## src/rtl/fifo_rd_pkg.sv

```systemverilog
// Shared constants and types for the FIFO read-port front end.
// Also holds the helper that counts words already committed to the skid buffer.
package fifo_rd_pkg;

  localparam int SKID_DEP = 2;
  localparam int OCC_W    = 2;

  typedef logic [OCC_W-1:0] occ_t;

  localparam occ_t OCC_FULL = 2'd2;

  // Words held in the skid buffer plus the one still in flight from memory.
  function automatic logic [2:0] pending(input occ_t occ, input logic infl);
    return {1'b0, occ} + {2'b00, infl};
  endfunction

endpackage

```

## src/rtl/fifo_skid_buf.sv

```systemverilog
// Two-entry register queue with push/pop/clear.
// Exposes the head word, the occupancy and a registered valid flag.
module fifo_skid_buf
  import fifo_rd_pkg::*;
#(
  parameter int DATA_WID = 32
) (
  input  logic                clk,
  input  logic                rst_n,
  input  logic                push_i,
  input  logic                pop_i,
  input  logic                clr_i,
  input  logic [DATA_WID-1:0] din_i,
  output logic [DATA_WID-1:0] head_o,
  output occ_t                occ_o,
  output logic                vld_o
);

  occ_t                occ_q, occ_d;
  logic [DATA_WID-1:0] head_q, head_d;
  logic [DATA_WID-1:0] tail_q, tail_d;
  logic                vld_q;

  always_comb begin
    occ_d  = occ_q;
    head_d = head_q;
    tail_d = tail_q;
    if (clr_i) begin
      occ_d = '0;
    end else begin
      unique case ({push_i, pop_i})
        2'b10: begin
          if (occ_q == '0) head_d = din_i;
          else             tail_d = din_i;
          occ_d = occ_q + 1'b1;
        end
        2'b01: begin
          head_d = tail_q;
          occ_d  = occ_q - 1'b1;
        end
        2'b11: begin
          // Head leaves and the new word joins behind whatever remains.
          if (occ_q == OCC_FULL) begin
            head_d = tail_q;
            tail_d = din_i;
          end else begin
            head_d = din_i;
          end
        end
        default: ;
      endcase
    end
  end

  always_ff @(posedge clk or negedge rst_n) begin
    if (!rst_n) begin
      occ_q  <= '0;
      vld_q  <= 1'b0;
      head_q <= '0;
      tail_q <= '0;
    end else begin
      occ_q  <= occ_d;
      vld_q  <= (occ_d != '0);
      head_q <= head_d;
      tail_q <= tail_d;
    end
  end

  assign head_o = head_q;
  assign occ_o  = occ_q;
  assign vld_o  = vld_q;

endmodule

```

## src/rtl/fifo_rd_port.sv

```systemverilog
// Read-side front end: issues memory reads, absorbs read latency in a skid buffer, streams valid/ready.
// Optional accepted-word counter on pop_cnt when FIFO_RD_STATS_EN is defined.
module fifo_rd_port
  import fifo_rd_pkg::*;
#(
  parameter int DATA_WID = 32
) (
  input  logic                clk,
  input  logic                rst_n,
  input  logic                fifo_empty,
  output logic                fifo_oen,
  input  logic [DATA_WID-1:0] mem_rdata,
  input  logic                flush,
  output logic                out_vld,
  input  logic                out_rdy,
  output logic [DATA_WID-1:0] out_dat
`ifdef FIFO_RD_STATS_EN
  ,
  output logic [31:0]         pop_cnt
`endif
);

  logic infl_q, infl_d;
  occ_t occ;
  logic vld;
  logic pop, issue, push;

  assign pop = vld & out_rdy;

  // A pop this cycle frees a slot, so a read may be issued even when full.
  assign issue = rst_n & ~fifo_empty & ~flush &
                 ((pending(occ, infl_q) < 3'(SKID_DEP)) | pop);

  assign infl_d   = issue;
  assign push     = infl_q & ~flush;
  assign fifo_oen = issue;

  always_ff @(posedge clk or negedge rst_n) begin
    if (!rst_n) infl_q <= 1'b0;
    else        infl_q <= infl_d;
  end

  fifo_skid_buf #(
    .DATA_WID (DATA_WID)
  ) u_skid (
    .clk    (clk),
    .rst_n  (rst_n),
    .push_i (push),
    .pop_i  (pop),
    .clr_i  (flush),
    .din_i  (mem_rdata),
    .head_o (out_dat),
    .occ_o  (occ),
    .vld_o  (vld)
  );

  assign out_vld = vld;

`ifdef FIFO_RD_STATS_EN
  logic [31:0] pop_cnt_q, pop_cnt_d;

  // Counts handshakes only; flush leaves it untouched and it wraps freely.
  assign pop_cnt_d = pop ? pop_cnt_q + 32'd1 : pop_cnt_q;

  always_ff @(posedge clk or negedge rst_n) begin
    if (!rst_n) pop_cnt_q <= '0;
    else        pop_cnt_q <= pop_cnt_d;
  end

  assign pop_cnt = pop_cnt_q;
`endif

endmodule

```

## config.mk

```make
export PLATFORM = sky130hd
export DESIGN_NAME = fifo_rd_port
export DESIGN_NICKNAME = d
export VERILOG_FILES = /design/src/rtl/fifo_rd_pkg.sv /design/src/rtl/fifo_skid_buf.sv /design/src/rtl/fifo_rd_port.sv
export SDC_FILE = /design/constraint.sdc
export NUM_CORES = 1
export LEC_CHECK = 0
export CAP_MARGIN = 40
export CORE_MARGIN = 2
export CORE_UTILIZATION = 44
export CTS_CLUSTER_SIZE = 28
export DETAILED_ROUTE_END_ITERATION = 16
export PLACE_DENSITY = 0.77
export SLEW_MARGIN = 15
export SYNTH_ARGS = -nofsm -noshare
export SYNTH_HDL_FRONTEND = slang
export SYNTH_SLANG_ARGS = --single-unit
export TNS_END_PERCENT = 100
```

## constraint.sdc

```tcl
create_clock -name clk -period 1.9 [get_ports clk]
set_input_delay 0.475 -clock clk [delete_from_list [all_inputs] [get_ports clk]]
set_output_delay 0.475 -clock clk [all_outputs]
set_load 0.05 [all_outputs]
```

==> results by stage <==
Placed design:
- Timing analysis after detailed placement gives a worst setup slack of -0.5028 ns.
- Summed over all nets, the half-perimeter wirelength after detailed placement is around 4.1 mm.
- The placer congestion estimate is about 0.74.
- The number of cells after detailed placement is approximately 400.
- The number of input and output port buffers inserted is 70.

Clock network:
- The number of clock sinks is 68.
- The clock tree buffer depth is 2.
- The root buffer cell chosen for the clock tree is sky130_fd_sc_hd__clkbuf_8.
- The CTS H-tree depth is 3.
- The total CTS buffers is 9.
- Clock-pin slew was measured on the worst setup and hold paths at ~0.07 ns.
- The later pin in the worst-skew pair is clocked with a latency of approximately 0.33 ns.
- The TritonCTS clock tree is yes.

Synthesis:
- The number of warnings issued by yosys is 0.
- The number of different library cells used by synthesis comes to 27.
- Counting flops and latches in the post-synthesis netlist gives 68.
- The average instance in the mapped netlist occupies roughly 12 um^2.
- Synthesis produced between 200 and 250 cells.
- After synthesis the cells add up to between 2000 and 3000 um^2.
- After synthesis, flip-flops and latches occupy between 50% and 60% of the total area.
- The total nets after synthesis is approximately 290.

Floorplanning:
- The initial utilization of the core area, before any placement, comes to 45.71%.
- After floorplanning, the core was divided into 29 placement rows.
- The floorplan step defined a core boundary enclosing about 6400 um^2.
- The horizontal die dimension is about 85 um.
- The die covers ~7300 um^2.
- The boundary pin count is 71.
- The die is 85.45 um tall.

STA:
- The final critical-path required period is between 1.5 and 2 ns.
- The number of slew-limit violations in the final report is 0.
- The minimum hold slack is 0.1555 ns.
- Adding up every negative setup slack in the final design gives -0.00007683 ns.
- Setup repair after global routing could not meet its margin everywhere.
- Setup violations remaining at the end of the flow were counted as 1.
- The transition at the pin with the smallest max-transition slack is between 0.3 and 0.4 ns.
- The maximum frequency from static timing analysis is 526.3 MHz.
- The worst slew margin relative to its limit is between 70% and 80%.
- For the final database, setup skew stands at 0.007783 ns.
- The final count of hold timing violations is 0.
- In the post-route analysis, the smallest setup slack over all paths is -0.00007683 ns.
- The portion of the clock cycle consumed by the worst path in the final layout is 100.0%.

Critical path:
- The category of the worst setup path launch point is an input pin.
- The peak per-stage delay on the critical path is between 0.4 and 0.5 ns.
- For this design, the slowest cell found on the critical path is sky130_fd_sc_hd__clkdlybuf4s50_1.
- The number of cell instances on the worst register-to-register path is 8.
- The kind of critical path is in2out.
- Traced cell by cell, the critical path runs through clkdlybuf4s50_1 > nor4b_4 > buf_12.
- In this run the critical register-to-register path is captured at u_skid.tail_q[26].
- The critical path data required time is 1.42 ns.
- The worst setup path is captured at a primary output.
- The start of the worst register-to-register path is u_skid.vld_o.
- The endpoint arrival time on the critical path is between 1 and 1.5 ns.
- The slack of the worst reg-to-reg path is 0.09 ns.
- Along the worst path, the maximum fanout reaches 2.

Route:
- Summed over all layers, the routed wires come to 6.263 mm.
- In the final routed layout, each cell accounts on average for between 15 and 20 um.
- The via density per instance is ~5.3.
- The overall via count from detail_route is 2186.
- In the routed design, unresolved DRC markers number 0.
- The number of nets with antenna violations after detailed routing is 0.
- The first detailed-routing pass ran for 4 iterations.
- The violation count after the first detailed-routing iteration is 150.

Finish:
- The share of layout cells above drive strength 1 is 34.62%.
- The count of inserted antenna diode cells is 0.
- The final-stage net count is 374.
- Compared with the post-synthesis result, the final layout area differs by 40.12%.
- The count of cells in the finished layout, fillers not included, comes to between 400 and 500.

Pwr:
- The internal portion of the total power is ~3.1 mW.
- The overall power after layout is approximately 5.1 mW.
- The reported leakage power is around 1.9 nW.
- The switching power summed over all nets is between 1.5 and 2 mW.
- The portion of total power attributed to combinational logic is a little under two fifths.
- Of the total power, the share spent switching nets is about two fifths.
- The fraction of power consumed by the clock network is a little under a quarter.
- In this run the power density over the cells is ~1200 nW/um^2.
- The share of total power in sequential cells is 40.7%.
- The maximum ir drop on the vdd rail is a little over 0.0007 V.

Worst hold path:
- The min-delay analysis places its worst path in the category in2async.

Status:
- The flow ran to the end, but the final reports show violations.
- The final reports fail on negative setup slack.

Global route:
- The number of antenna violations at the first check in global routing was 0.
- The pin count of the biggest net entering global routing is roughly 70.
- The final global-route overflow total is 0.
- The first global-routing pass estimated 10.36 mm of wire.
- The via count of the first global-routing pass came to about 2200.
- Across every metal layer, demand over resource in global routing totals a little under a fifth.

Flow run:
- The max-cap check violation count is 0.
[stage by stage]
stage | utilization [%] | cell area (um^2)
global route | 64.05 | 4090
CTS | 62.42 | 3986
floorplan | - | 2955
detailed placement | 59.37 | 3791
finish | 64.05 | 4090
global placement | 59.37 | 3791
[flip-flops by register name, indices dropped and copies added, names as in the netlist]
name,flops
u_skid.vld_o,1
infl_q,1
u_skid.tail_q,32
u_skid.occ_o,2
u_skid.head_o,32
[layer usage]
metal / part of all wire, % / track usage, %
met5: 0 / 0
met4: 2.2 / 6.782
met3: 4.9 / 5.253
met2: 48 / 28.62
met1: 45 / 23.49
[critical path: cells and delay by family]
kind                   cells  cell delay [ns]
buffers and inverters      2             0.62
and+or+nand+nor            1             0.33
[worst max-delay path by stage]
stage                               start                 to  slack [ns]
after global routing      u_skid.occ_o[0]           fifo_oen       -0.06
after CTS                 u_skid.occ_o[0]           fifo_oen       -0.01
final                          fifo_empty           fifo_oen    -0.00008
after global placement              flush  u_skid.head_o[11]       -0.41
after floorplan              u_skid.vld_o           fifo_oen        -0.1
after detailed placement            flush  u_skid.head_o[10]       -0.50
[cell type report]
type                    instances  area [um^2]
fillers                       513         2296
well taps                      77        96.34
clock buffers                  13        148.9
flip-flops and latches         68         1703
inverters                       5        18.77
clock inverters                 2        35.03
multi-input cells             155         1154
repair buffers                 95        934.6
[cells in the final DEF, fill, tap and decap left out, types with 2 or more instances in the layout]
cell type                          n
sky130_fd_sc_hd__nor2_1            2
sky130_fd_sc_hd__nand2_1          32
sky130_fd_sc_hd__mux2_1            2
sky130_fd_sc_hd__a21oi_4           2
sky130_fd_sc_hd__nor2b_1           2
sky130_fd_sc_hd__a21oi_1           2
sky130_fd_sc_hd__inv_1             4
sky130_fd_sc_hd__buf_4            48
sky130_fd_sc_hd__dfrtp_1          67
sky130_fd_sc_hd__clkbuf_16         2
sky130_fd_sc_hd__dlygate4sd2_1     2
sky130_fd_sc_hd__clkdlybuf4s50_1  33
sky130_fd_sc_hd__o21ai_0          24
sky130_fd_sc_hd__clkbuf_8         10
sky130_fd_sc_hd__clkbuf_1          3
sky130_fd_sc_hd__buf_12            8
sky130_fd_sc_hd__a22oi_1          32
sky130_fd_sc_hd__mux2_2           30
sky130_fd_sc_hd__a21oi_2           2
sky130_fd_sc_hd__o21ai_1           9
[power by group through the flow]
stage | clock network, mW | registers, mW | logic (mW)
after floorplan | 0 | 2.90 | 0.402
after global placement | 0 | 2.08 | 1.83
after detailed placement | 0 | 2.09 | 1.87
after CTS | 1.17 | 2.07 | 1.87
after global routing | 1.22 | 2.12 | 1.98
final | 1.15 | 2.07 | 1.87
[cells by family after synthesis]
logic type	Yosys count	share of synthesized area (%)
fa+ha+maj	3	1.286
xor+xnor	1	0.3001
buf+inv	22	4.929
flops	68	58.29
simple gates	45	6.902
compound gates	74	15.95
mux	32	12.34
[cell usage after synthesis (all sizes together)]
library cell | n | share of area, %
ha | 3 | 1.3
nor2 | 3 | 0.39
nand2 | 32 | 4.1
a311oi | 1 | 0.30
nand2b | 1 | 0.21
dfrtp | 68 | 58
nand3b | 1 | 0.26
nor4b | 2 | 0.60
or3 | 1 | 0.21
mux2 | 32 | 12
inv | 5 | 0.64
buf | 15 | 4.0
nor2b | 3 | 0.73
clkbuf | 2 | 0.26
nor3 | 1 | 0.17
a22oi | 32 | 8.2
and2 | 1 | 0.21
a21oi | 6 | 1.3
xnor2 | 1 | 0.30
o21ai | 35 | 6.1
[timing repair]
action                     4_1_cts  5_1_grt
pin swaps                        4        3
gates cloned                     0        2
gates resized for setup          5        5
buffers inserted                 0        2
setup endpoints to repair       65       29
hold buffers                     0        0
(Power assumes the default switching activity.)
